[config.mk]
export PLATFORM = sky130hd
export DESIGN_NAME = awg_param_ctrl
export DESIGN_NICKNAME = d
export VERILOG_FILES = /design/src/rtl/awg_param_ctrl.sv
export SDC_FILE = /design/constraint.sdc
export NUM_CORES = 1
export LEC_CHECK = 0
export BUFFER_PORTS_ARGS = -buffer_cell sky130_fd_sc_hd__buf_2
export CAP_MARGIN = 20
export CORE_ASPECT_RATIO = 1.75
export CORE_UTILIZATION = 57
export DETAILED_ROUTE_END_ITERATION = 10
export GPL_TIMING_DRIVEN = 0
export PLACE_DENSITY = 0.78
export RECOVER_POWER = 100
export SLEW_MARGIN = 20
export SYNTH_ARGS = -nofsm -noshare
export SYNTH_HDL_FRONTEND = slang
export SYNTH_SLANG_ARGS = --single-unit
export TNS_END_PERCENT = 100
[constraint.sdc]
create_clock -name clk -period 2.76 [get_ports clk]
set_clock_uncertainty 0.05 [all_clocks]
set_input_delay 0.552 -clock clk [delete_from_list [all_inputs] [get_ports clk]]
set_output_delay 0.552 -clock clk [all_outputs]
set_load 0.02 [all_outputs]
[src/rtl/awg_param_ctrl.sv]
// Front-panel parameter controller: debounced buttons, a field-select FSM and
// shadow parameter copies that reach the generator only at a period boundary.
module awg_param_ctrl #(
  parameter int DEBOUNCE_CYCLES = 16,
  parameter int FREQ_MAX        = 4095,
  parameter int FREQ_RESET      = 100,
  parameter int FREQ_STEP       = 1,
  parameter int PHASE_STEP      = 8
) (
  input  logic        clk,
  input  logic        rst,
  input  logic        btn_mode,
  input  logic        btn_up,
  input  logic        btn_down,
  input  logic        btn_en,
  input  logic        wave_wrap,
  output logic        en,
  output logic [11:0] state_freq,
  output logic [2:0]  state_amp,
  output logic [7:0]  state_phase,
  output logic [1:0]  sel,
  output logic        update
);

  localparam int              CW           = $clog2(DEBOUNCE_CYCLES + 1);
  localparam logic [CW-1:0]   CNT_LAST     = CW'(DEBOUNCE_CYCLES - 1);
  localparam logic [11:0]     FREQ_MAX_W   = 12'(FREQ_MAX);
  localparam logic [11:0]     FREQ_STEP_W  = 12'(FREQ_STEP);
  localparam logic [11:0]     FREQ_RESET_W = 12'(FREQ_RESET);
  localparam logic [7:0]      PHASE_STEP_W = 8'(PHASE_STEP);

  localparam int B_MODE = 0;
  localparam int B_UP   = 1;
  localparam int B_DOWN = 2;
  localparam int B_EN   = 3;

  typedef enum logic [1:0] {
    SEL_FREQ  = 2'd0,
    SEL_AMP   = 2'd1,
    SEL_PHASE = 2'd2
  } sel_e;

  logic [3:0]    raw;
  logic [3:0]    sync1_q, sync2_q;
  logic [3:0]    level_q, level_d, prev_q;
  logic [3:0]    press;
  logic [CW-1:0] cnt_q [4];
  logic [CW-1:0] cnt_d [4];

  sel_e          sel_q, sel_d;
  logic          en_q, update_q, pending_q, pending_d;
  logic [11:0]   freq_q, shadow_freq_q, shadow_freq_d;
  logic [2:0]    amp_q, shadow_amp_q, shadow_amp_d;
  logic [7:0]    phase_q, shadow_phase_q, shadow_phase_d;
  logic [11:0]   freq_inc, freq_dec;
  logic          edit_ev, inc, commit;

  assign raw = {btn_en, btn_down, btn_up, btn_mode};

  // NOTE: every combinational output gets a default before any branch, so no
  // path leaves a signal unassigned and no latch is inferred.
  always_comb begin
    for (int b = 0; b < 4; b++) begin
      level_d[b] = level_q[b];
      cnt_d[b]   = '0;
      if (sync2_q[b] != level_q[b]) begin
        if (cnt_q[b] == CNT_LAST) level_d[b] = sync2_q[b];
        else                      cnt_d[b]   = cnt_q[b] + 1'b1;
      end
    end
  end

  assign press = level_q & ~prev_q;

  always_comb begin
    sel_d = sel_q;
    if (press[B_MODE]) begin
      unique case (sel_q)
        SEL_FREQ: sel_d = SEL_AMP;
        SEL_AMP:  sel_d = SEL_PHASE;
        default:  sel_d = SEL_FREQ;
      endcase
    end
  end

  // Simultaneous up and down cancel each other; saturated edits still count.
  assign edit_ev  = press[B_UP] ^ press[B_DOWN];
  assign inc      = press[B_UP];
  assign commit   = pending_q & (wave_wrap | ~en_q);
  assign freq_inc = (shadow_freq_q >= FREQ_MAX_W - FREQ_STEP_W) ? FREQ_MAX_W
                                                                : shadow_freq_q + FREQ_STEP_W;
  assign freq_dec = (shadow_freq_q <= FREQ_STEP_W) ? 12'd1 : shadow_freq_q - FREQ_STEP_W;

  always_comb begin
    shadow_freq_d  = shadow_freq_q;
    shadow_amp_d   = shadow_amp_q;
    shadow_phase_d = shadow_phase_q;
    pending_d      = edit_ev | (pending_q & ~commit);
    if (edit_ev) begin
      unique case (sel_q)
        SEL_FREQ:  shadow_freq_d = inc ? freq_inc : freq_dec;
        SEL_AMP: begin
          if (inc) shadow_amp_d = (shadow_amp_q == 3'd7) ? 3'd7 : shadow_amp_q + 3'd1;
          else     shadow_amp_d = (shadow_amp_q == 3'd0) ? 3'd0 : shadow_amp_q - 3'd1;
        end
        SEL_PHASE: shadow_phase_d = inc ? shadow_phase_q + PHASE_STEP_W
                                        : shadow_phase_q - PHASE_STEP_W;
        default: ;
      endcase
    end
  end

  // NOTE: state registers use non-blocking assignments so every flop samples
  // pre-edge values regardless of statement order.
  always_ff @(posedge clk) begin
    if (rst) begin
      sync1_q        <= '0;
      sync2_q        <= '0;
      level_q        <= '0;
      prev_q         <= '0;
      for (int b = 0; b < 4; b++) cnt_q[b] <= '0;
      sel_q          <= SEL_FREQ;
      en_q           <= 1'b0;
      update_q       <= 1'b0;
      pending_q      <= 1'b0;
      freq_q         <= FREQ_RESET_W;
      amp_q          <= 3'd7;
      phase_q        <= 8'd0;
      shadow_freq_q  <= FREQ_RESET_W;
      shadow_amp_q   <= 3'd7;
      shadow_phase_q <= 8'd0;
    end else begin
      sync1_q        <= raw;
      sync2_q        <= sync1_q;
      level_q        <= level_d;
      prev_q         <= level_q;
      for (int b = 0; b < 4; b++) cnt_q[b] <= cnt_d[b];
      sel_q          <= sel_d;
      en_q           <= en_q ^ press[B_EN];
      update_q       <= commit;
      pending_q      <= pending_d;
      shadow_freq_q  <= shadow_freq_d;
      shadow_amp_q   <= shadow_amp_d;
      shadow_phase_q <= shadow_phase_d;
      // Commit takes the pre-edit shadow; a coincident edit stays pending.
      if (commit) begin
        freq_q  <= shadow_freq_q;
        amp_q   <= shadow_amp_q;
        phase_q <= shadow_phase_q;
      end
    end
  end

  assign en          = en_q;
  assign state_freq  = freq_q;
  assign state_amp   = amp_q;
  assign state_phase = phase_q;
  assign sel         = sel_q;
  assign update      = update_q;

endmodule

==> impl_metrics.json, run 1 <==
{
  "outcome": "completed",
  "first_global_vias": 3180,
  "ant_nets": 0,
  "layout_min_cycle_time_ns": 2.63,
  "placed_cell_area_sq_um": 4100,
  "power_leakage_nw": 1.63,
  "path_buf_inv": 2,
  "ys_seq_elements": 81,
  "max-vdd-ir-drop_mv": 0.261,
  "cts.sinks": 81,
  "synth.top_cell.area_share_pct": 42.3,
  "rows": 39,
  "synth.most_common_cell": "dfxtp_1",
  "die_w_um": 64.0,
  "tritoncts": "yes",
  "hold_path.class": "primary input to flop",
  "synth_xor_area_share_pct": 5.25,
  "max_freq_mhz": 380,
  "cts.htree.levels": 3,
  "clk_pin_slew_ns": 0.06,
  "clockBufferDepth": 2,
  "ys_async_sr_fraction_pct": 0,
  "gp_congestion": 0.932,
  "synth-simple-area-share_pct": 25.0,
  "synthMuxAreaShare_pct": 2.38,
  "dp_slack_ns": -0.115,
  "slowest_stage": "or4_1",
  "synth_edf_count": 0,
  "synth_fa_ha_area_share_pct": 6.72,
  "crit_family": "simple AND/OR/NAND/NOR gates",
  "yosysWarnings": 0,
  "final_cell_area_sq_um": 4310,
  "drc": 0,
  "grt_max_degree": 20,
  "dp_hpwl_um": 6660,
  "avgViaCountPerCell": 5.71,
  "synth_compound_area_share_pct": 12.7,
  "syn_inst": 439,
  "cp_max_fo": 10,
  "post-route-util_pct": 66.4,
  "post_synth.cell_area_avg_sq_um": 8.74,
  "nets": 507,
  "yosys-top-cells-area": "dfxtp_1 42%, ha_1 6.2%, nor2_1 4.6%",
  "report.final.setup_viol": 0,
  "worstPathRequired_ns": 2.92,
  "maxSlewViolCount": 0,
  "ys_seq_area_share_pct": 42.3,
  "synth_top_family_by_area": "simple AND/OR/NAND/NOR gates",
  "path_cells": "clkbuf_1 > or4_1 > nor4_1 > nor2_2 > clkbuf_2 > a221oi_2 > nor3_1",
  "synth_common_cells": "81 x dfxtp_1, 47 x nor2_1, 44 x nand2_1",
  "cap_violations": 0,
  "antenna_cells": 0,
  "vias": 3237,
  "path_class": "flop to flop",
  "die_height_um": 111,
  "hold_viol_final": 0,
  "drive_above_1_share_pct": 8.04,
  "period_share_pct": 95.3,
  "grt_pass1_wl_um": 14800,
  "dieArea_sq_um": 7070,
  "dpl.cell_count": 553,
  "worstMarginPinSlew_ns": 0.889,
  "critical_path.max_stage_delay_ns": 0.63,
  "fin_cells": 567,
  "relSlewSlack_pct": 40.6,
  "setup_ws_ns": 0.130,
  "numPortBuffers": 30,
  "yosysUniqueCellTypes": 60,
  "yosys.area.top_type": "dfxtp_1",
  "antenna_found_initial": 0,
  "ios": 34,
  "drt_iter0_drc": 157,
  "overflow": 0,
  "cp.arrival_ns": 2.79,
  "rsz0062_at_grt": "no",
  "power-per-cell-area_nw_per_um2": 543,
  "core_sq_um": 6490,
  "ys.flop_type": "dfxtp_1",
  "grtUsageTotal_pct": 27.6,
  "cp-start-kind": "flop",
  "cts-root-buf": "clkbuf_16",
  "wl_per_cell_um": 16.4,
  "area_growth_pct": 12.4,
  "routed_wl_um": 9290,
  "numCtsBuffers": 9,
  "setup-tns-final_ns": 0,
  "start_util_pct": 59.1,
  "worstSkewPairLatency_ns": 0.34,
  "syn_area_sq_um": 3830,
  "postCtsSetupRepairBufs": 0,
  "firstDrtPassIters": 4,
  "worst_setup_path_end_kind": "flop"
}
## logic make-up (layout without fill, tap and decap cells)
family,after synthesis,in the layout
AO/OA/AOI/OAI,73,73
XOR/XNOR,23,23
adder cells (fa/ha/maj),20,20
buffers and inverters,48,92
flip-flops,81,81
multiplexers,9,9
other,1,3
AND/OR/NAND/NOR,184,184
## report_power, final
group          switching [mW]  internal (mW)  total [mW]
clock                   0.458          0.658        1.12
sequential            0.00372           1.18        1.18
combinational          0.0292         0.0161      0.0454
total                   0.491           1.85        2.34
## final timing paths
| check | start | end | slack, ns | cells after the start |
|---|---|---|---|---|
| worst max register to register | shadow_freq_q[5]$_SDFFE_PP1P_ | shadow_freq_q[9]$_SDFFE_PP0P_ | 0.13 | 7 |
| worst max-delay path | shadow_freq_q[5]$_SDFFE_PP1P_ | shadow_freq_q[9]$_SDFFE_PP0P_ | 0.13 | 7 |
| worst min register to register | sync1_q[1]$_SDFF_PP0_ | sync2_q[1]$_SDFF_PP0_ | 0.39 | 1 |
| worst min-delay path | btn_down | sync1_q[2]$_SDFF_PP0_ | 0.38 | 2 |
## area by class of cell
cell class | instances | area (sq um)
well taps | 82 | 103
clock inverters | 4 | 27.5
plain buffers | 27 | 131
clock buffers | 12 | 256
flip-flops and latches | 81 | 1620
inverters | 19 | 71.3
fillers | 594 | 2180
repair buffers | 30 | 119
multi-input cells | 312 | 1980
## flip-flops by register name, indices dropped and copies added (netlist names), 2 cells and up
signal	count
prev_q	4
cnt_q	20
shadow_amp_q	3
level_q	4
shadow_phase_q	5
sync1_q	4
state_freq	12
sel	2
sync2_q	4
shadow_freq_q	12
state_amp	3
state_phase	5
## what timing repair did
| action | in CTS | in global routing |
|---|---|---|
| resized for setup | 1 | 1 |
| hold buffers | 0 | 0 |
| setup endpoints to repair | 1 | 1 |
## through the flow
| stage | power [mW] | hold WS, ns |
|---|---|---|
| after floorplan | 1.24 | 0.364 |
| final | 2.34 | 0.377 |
| after CTS | 2.36 | 0.377 |
| after global routing | 2.41 | 0.396 |
| after global placement | 1.25 | 0.374 |
| after detailed placement | 1.25 | 0.374 |
## per-layer routing
layer	track usage, %	part of all wire, %	up-vias
met5	0	0	-
met4	13.9	2.9	0
met3	4.75	3.6	22
met2	52.9	55	78
met1	26.8	38	1549
li1	-	-	1588
## layout by cell type, fill, tap and decap left out, drive strengths merged, types with 3 or more instances in the layout
cell type / netlist / final
nand4: 7 / 7
conb: 1 / 3
nor2b: 19 / 19
xnor2: 19 / 19
a21o: 6 / 6
nor3: 8 / 8
dfxtp: 81 / 81
and3: 10 / 10
a211o: 3 / 3
nand2: 44 / 44
mux2i: 8 / 8
a21oi: 25 / 25
a221oi: 3 / 3
o21ai: 10 / 10
nand3: 17 / 17
nand3b: 8 / 8
or4: 3 / 3
nor4: 3 / 3
buf: 14 / 13
clkinv: 0 / 4
clkbuf: 15 / 56
xor2: 4 / 4
a211oi: 5 / 5
or3: 5 / 5
inv: 19 / 19
nor2: 48 / 48
nand2b: 4 / 4
o31ai: 3 / 3
ha: 19 / 19
a31oi: 5 / 5
Power figures use the tool's default switching activity.
==> run 2, diff against run 1 <==
--- a/config.mk
+++ b/config.mk
@@ -7,11 +7,10 @@
 export LEC_CHECK = 0
 export BUFFER_PORTS_ARGS = -buffer_cell sky130_fd_sc_hd__buf_2
 export CAP_MARGIN = 20
-export CORE_ASPECT_RATIO = 1.75
-export CORE_UTILIZATION = 57
+export CORE_UTILIZATION = 53
 export DETAILED_ROUTE_END_ITERATION = 10
 export GPL_TIMING_DRIVEN = 0
-export PLACE_DENSITY = 0.78
+export PLACE_DENSITY = 0.76
 export RECOVER_POWER = 100
 export SLEW_MARGIN = 20
 export SYNTH_ARGS = -nofsm -noshare
==> constraint.sdc (replaced) <==
create_clock -name clk -period 2.25 [get_ports clk]
set_clock_uncertainty 0.05 [all_clocks]
set_input_delay 0.45 -clock clk [delete_from_list [all_inputs] [get_ports clk]]
set_output_delay 0.45 -clock clk [all_outputs]
set_load 0.1 [all_outputs]
==> run 2 against run 1 <==
  * Non-clock buffer count up 8
  * Final cell count grew 3.9%
  * Total power grew 12%
  * Fmax rose by 21%
  * Die area grew 7.2%
  * Register-to-register slack got worse by 0.06 ns
  * Sequential power rose by 23%
  * Count of clock-buffer cells in the layout shrank 2
  * Wire length down 6.7%
  * Critical path depth is 4 higher
  * Critical path type unchanged
  * Largest cell class unchanged
  * Highest routed layer unchanged
==> impl_metrics.json, run 2 (synthesis results as in run 1) <==
{
  "cts.sinks": 81,
  "dpl.cell_count": 567,
  "p_clk_share_pct": 42.3,
  "slowest_stage": "fa_2",
  "dp_hpwl_um": 6010,
  "swShare_pct": 24.4,
  "grt_pass1_wl_um": 14300,
  "cap_violations": 0,
  "maxSlewViolCount": 0,
  "worstMarginPinSlew_ns": 0.720,
  "ios": 34,
  "report.final.setup_viol": 0,
  "hold_viol_final": 0,
  "layout_common_cells": "78 x dfxtp_1, 47 x nor2_1, 43 x nand2_1, 24 x a21oi_1, 22 x clkbuf_2",
  "worstPathRequired_ns": 2.46,
  "numPortBuffers": 30,
  "power.internal_mw": 1.99,
  "cp.arrival_ns": 2.39,
  "routed_wl_um": 8670,
  "critical_path.max_stage_delay_ns": 0.34,
  "total_power_mw": 2.63,
  "tritoncts": "yes",
  "top_register": "cnt_q",
  "layout_commonest_cell": "dfxtp_1",
  "cts.htree.levels": 3,
  "p_seq_share_pct": 54.9,
  "fin_cells": 589,
  "max_freq_mhz": 458,
  "gp_congestion": 0.922,
  "grt_max_degree": 16,
  "outcome": "completed",
  "ant_nets": 0,
  "power_leakage_nw": 1.72,
  "hold_buffers": 0,
  "avgViaCountPerCell": 5.53,
  "relSlewSlack_pct": 51.6,
  "grtUsageTotal_pct": 24.9,
  "overflow": 0,
  "worst_setup_path_end_kind": "flop",
  "die_height_um": 87.1,
  "path_class": "flop to flop",
  "antenna_cells": 0,
  "max-vdd-ir-drop_mv": 0.374,
  "period_share_pct": 97.0,
  "p_switching_mw": 0.642,
  "comb_power_share_pct": 2.8,
  "numCtsBuffers": 9,
  "firstDrtPassIters": 5,
  "drt_iter0_drc": 202,
  "core_sq_um": 6910,
  "dp_slack_ns": -0.310,
  "dieArea_sq_um": 7580,
  "largest_register_ffs": 20,
  "drc": 0,
  "regArea_sq_um": 1630,
  "rsz0062_at_grt": "yes",
  "setup_ws_ns": 0.0683,
  "die_w_um": 87.1,
  "wl_per_cell_um": 14.7,
  "rows": 30,
  "cp-start-kind": "flop",
  "power-per-cell-area_nw_per_um2": 594,
  "vias": 3255,
  "nets": 515,
  "worstSkewPairLatency_ns": 0.36,
  "antenna_found_initial": 0,
  "hold_path.class": "primary input to flop",
  "multi_input_area_sq_um": 2040,
  "clockBufferDepth": 2,
  "cp_max_fo": 10,
  "first_global_vias": 2994,
  "area_growth_pct": 15.6,
  "post-route-util_pct": 64.2,
  "clk_pin_slew_ns": 0.09,
  "cts-root-buf": "clkbuf_8",
  "start_util_pct": 55.5,
  "layout_min_cycle_time_ns": 2.18,
  "n_fill_cell": 626,
  "path_cells": "nand2b_1 > clkbuf_8 > inv_4 > buf_6 > buf_8 > fa_2 > nor2b_1 > o21ai_1 > and3_1 > o21ai_2 > mux2_4",
  "drive_above_1_share_pct": 17.4
}
## run 2: cell types whose count changed in the layout (fill, tap and decap cells not counted), moves of 3 or more
| cell | delta |
|---|---|
| buf_4 | +7 |
| dfxtp_1 | -3 |
| clkbuf_1 | -27 |
| clkbuf_8 | +8 |
| clkbuf_16 | -9 |
| clkbuf_2 | +20 |
| buf_2 | +3 |
| dfxtp_2 | +3 |
## run 2: stage by stage
step | hold WS (ns) | TNS [ns] | instance area [sq um]
floorplan | 0.364 | 0 | 3850
global placement | 0.373 | -0.285 | 4120
CTS | 0.238 | 0 | 4370
global route | 0.249 | -0.0346 | 4430
finish | 0.242 | 0 | 4430
detailed placement | 0.376 | -0.320 | 4120
## run 2: worst paths after layout
kind	end	slack, ns	start	cells past startpoint
worst max register to register	shadow_phase_q[7]$_SDFFE_PP0P_	0.07	prev_q[1]$_SDFF_PP0_	11
worst max-delay path	shadow_phase_q[7]$_SDFFE_PP0P_	0.07	prev_q[1]$_SDFF_PP0_	11
worst min-delay path	sync1_q[2]$_SDFF_PP0_	0.24	btn_down	2
worst min register to register	sync2_q[0]$_SDFF_PP0_	0.39	sync1_q[0]$_SDFF_PP0_	1
## run 2: power groups by stage
stage	logic (mW)	registers (mW)	clock network, mW
floorplan	0.0549	1.48	0
global placement	0.0725	1.48	0
detailed placement	0.0733	1.48	0
CTS	0.0737	1.45	1.12
global route	0.0788	1.45	1.19
finish	0.0732	1.45	1.11
## run 2: what timing repair did
action,in CTS,in global routing
endpoints found under the setup margin,4,7
pin swaps,2,6
gates resized for setup,10,11
buffers inserted,3,4
## run 2: final cells by class
| cell class | instances | area share, % |
|---|---|---|
| inverter | 19 | 1.67 |
| timing repair buffer | 37 | 4.54 |
| clock inverter | 6 | 1.67 |
| sequential | 81 | 36.7 |
| clock buffer | 10 | 2.88 |
| tap | 96 | 2.71 |
| multi-input combinational | 312 | 46.1 |
| buffer | 28 | 3.75 |
## run 2: critical path: cells and delay by family, from the launching register on
kind                     cells  cell delay (ns)
adder cells (fa/ha/maj)      1             0.34
flip-flops                   1             0.31
buffers and inverters        4             0.43
AO/OA/AOI/OAI                2             0.24
multiplexers                 1             0.31
AND/OR/NAND/NOR              3             0.40
## run 2: routing by layer
| metal | track usage, % | wire, um |
|---|---|---|
| met5 | 0 | 0 |
| met2 | 39.6 | 4000 |
| met4 | 9.24 | 112 |
| met1 | 33.4 | 4130 |
| met3 | 4.93 | 424 |
==> run 3, diff against run 2 <==
--- a/config.mk
+++ b/config.mk
@@ -7,10 +7,11 @@
 export LEC_CHECK = 0
 export BUFFER_PORTS_ARGS = -buffer_cell sky130_fd_sc_hd__buf_2
 export CAP_MARGIN = 20
-export CORE_UTILIZATION = 53
+export CORE_UTILIZATION = 56
+export CTS_BUF_LIST = sky130_fd_sc_hd__clkbuf_4 sky130_fd_sc_hd__clkbuf_8
 export DETAILED_ROUTE_END_ITERATION = 10
 export GPL_TIMING_DRIVEN = 0
-export PLACE_DENSITY = 0.76
+export PLACE_DENSITY = 0.8
 export RECOVER_POWER = 100
 export SLEW_MARGIN = 20
 export SYNTH_ARGS = -nofsm -noshare
==> run 3 against run 2 <==
  * The run now ends with design-rule violations left
  * Utilization increased by 4.6 points
  * Final cell count decreased by 3.1%
  * Non-clock buffer count increased by 1
  * Clock power increased by 12%
  * Total power increased by 4.8%
  * Wire length increased by 3.2%
  * Via count increased by 2.8%
  * Register-to-register slack improved by 0.04 ns
  * Sequential share of layout area decreased by 0.27 points
  * First-iteration DRC count increased by 6.4%
  * Critical endpoint is now shadow_freq_q[2]$_SDFFE_PP1P_
  * Largest cell class unchanged
  * Largest power group unchanged
==> impl_metrics.json, run 3 (synthesis results as in run 1) <==
{
  "outcome": "finished, violations left",
  "violations": "design-rule violations",
  "worst_hold_path.endpoint": "sync1_q[1]$_SDFF_PP0_",
  "drt_iter0_drc": 215,
  "dieArea_sq_um": 7180,
  "p_seq_share_pct": 52.4,
  "setup-tns-final_ns": 0,
  "numPortBuffers": 30,
  "comb_power_share_pct": 2.7,
  "cts.sinks": 81,
  "antenna_cells": 0,
  "dp_hpwl_um": 6110,
  "cp.arrival_ns": 2.31,
  "path_buf_inv": 2,
  "nets": 516,
  "power-per-cell-area_nw_per_um2": 617,
  "grt_use_met2_pct": 42.2,
  "worstPathRequired_ns": 2.41,
  "period_share_pct": 95.4,
  "cp-start-kind": "flop",
  "worst_r2r_path_depth": 7,
  "die_height_um": 84.8,
  "area_growth_pct": 16.5,
  "top_register": "cnt_q",
  "largest_register_ffs": 20,
  "start_util_pct": 59.0,
  "final_cell_area_sq_um": 4470,
  "cts-root-buf": "clkbuf_8",
  "layout_common_cells": "77 x dfxtp_1, 47 x nor2_1, 43 x nand2_1, 25 x a21oi_1, 24 x clkbuf_2",
  "rsz0062_at_grt": "yes",
  "timing.rr.start": "shadow_freq_q[10]$_SDFFE_PP0P_",
  "grt_pass1_wl_um": 14900,
  "maxSlewViolCount": 0,
  "max-vdd-ir-drop_mv": 0.453,
  "n_fill_cell": 528,
  "clk_pin_slew_ns": 0.09,
  "worst_setup_path_end_kind": "flop",
  "power.internal_mw": 2.14,
  "busiest_layer": "met2",
  "grt_max_degree": 15,
  "worstMarginPinSlew_ns": 0.583,
  "cp_max_fo": 10,
  "use_met3_pct": 5.90,
  "max_freq_mhz": 466,
  "ant_nets": 0,
  "clockBufferDepth": 2,
  "avgViaCountPerCell": 5.86,
  "hold_start": "btn_up",
  "hold_buffers": 0,
  "core_sq_um": 6490,
  "path_class": "flop to flop",
  "layout_commonest_cell": "dfxtp_1",
  "critical_path.max_stage_delay_ns": 0.55,
  "regArea_sq_um": 1630,
  "path_cells": "buf_2 > or4_4 > nor4_4 > buf_4 > nor3_1 > o31ai_1 > o311ai_0",
  "antenna_found_initial": 0,
  "placed_cell_area_sq_um": 4100,
  "relSlewSlack_pct": 61.1,
  "p_switching_mw": 0.620,
  "multi_input_area_sq_um": 2070,
  "cts.htree.levels": 3,
  "report.final.setup_viol": 0,
  "drive_above_1_share_pct": 18.8,
  "swShare_pct": 22.5,
  "grtUsageTotal_pct": 26.4,
  "die_w_um": 84.8,
  "met1_usage_pct": 35.1,
  "ios": 34,
  "slowest_stage": "or4_4",
  "hold_depth": 2,
  "wl_per_cell_um": 15.7,
  "crit_family": "simple AND/OR/NAND/NOR gates",
  "cap_violations": 0,
  "p_clk_share_pct": 44.9,
  "tritoncts": "yes",
  "r2r_slack_ns": 0.10,
  "vias": 3347,
  "rows": 29,
  "power_leakage_nw": 1.75,
  "numCtsBuffers": 9,
  "overflow": 0,
  "drc": 2,
  "layout_min_cycle_time_ns": 2.15,
  "hold_path.class": "primary input to flop",
  "cp.depth": 7,
  "routed_wl_um": 8940,
  "gp_congestion": 0.964,
  "r2r-end": "shadow_freq_q[2]$_SDFFE_PP1P_",
  "firstDrtPassIters": 9,
  "hold_viol_final": 0,
  "first_global_vias": 3088,
  "worstSkewPairLatency_ns": 0.36
}
run 3: power by group through the flow:
stage          Combinational [mW]  Sequential [mW]  Clock, mW
2_1_floorplan              0.0549             1.48          0
3_3_place_gp               0.0719             1.48          0
3_5_place_dp               0.0728             1.48          0
4_1_cts                    0.0732             1.44       1.24
5_1_grt                    0.0793             1.45       1.31
6_report                   0.0735             1.44       1.24
run 3: area by class of cell:
cell class / instances / share of cell area (%)
inverter: 19 / 1.60
sequential: 81 / 36.4
clock buffer: 11 / 3.25
multi-input combinational: 312 / 46.3
tap: 77 / 2.16
clock inverter: 5 / 1.90
buffer: 28 / 3.72
timing repair buffer: 38 / 4.68
run 3: what timing repair did:
item                       CTS  global route
resized for setup           12            15
pin swaps                    2             4
setup endpoints to repair    4            11
buffers inserted             4             4
run 3: through the flow:
| step | hold slack (ns) | setup slack, ns | power (mW) | std cells | utilization [%] |
|---|---|---|---|---|---|
| after floorplan | 0.364 | 0.0139 | 1.53 | 441 | - |
| after global placement | 0.375 | -0.331 | 1.55 | 548 | 63.1 |
| after detailed placement | 0.377 | -0.369 | 1.55 | 548 | 63.1 |
| after CTS | 0.248 | 0.00616 | 2.76 | 568 | 67.7 |
| after global routing | 0.258 | -0.0116 | 2.83 | 571 | 68.8 |
| final | 0.246 | 0.103 | 2.76 | 571 | 68.8 |
run 3: worst max path at each step:
stage,endpoint,slack (ns),from
floorplan,shadow_phase_q[7]$_SDFFE_PP0P_,0.01,level_q[1]$_SDFFE_PP0P_
global placement,shadow_phase_q[7]$_SDFFE_PP0P_,-0.33,level_q[1]$_SDFFE_PP0P_
detailed placement,shadow_phase_q[7]$_SDFFE_PP0P_,-0.37,level_q[1]$_SDFFE_PP0P_
CTS,shadow_phase_q[7]$_SDFFE_PP0P_,0.006,prev_q[1]$_SDFF_PP0_
global route,shadow_phase_q[7]$_SDFFE_PP0P_,-0.01,prev_q[1]$_SDFF_PP0_
finish,shadow_freq_q[2]$_SDFFE_PP1P_,0.10,shadow_freq_q[10]$_SDFFE_PP0P_
run 3: metal layers:
layer	routed length, um	vias to the layer above	share of wire (%)
met3	593	14	6.6
met2	4090	111	46
met5	0	-	0
met4	147	0	1.6
met1	4110	1617	46
li1	-	1605	-
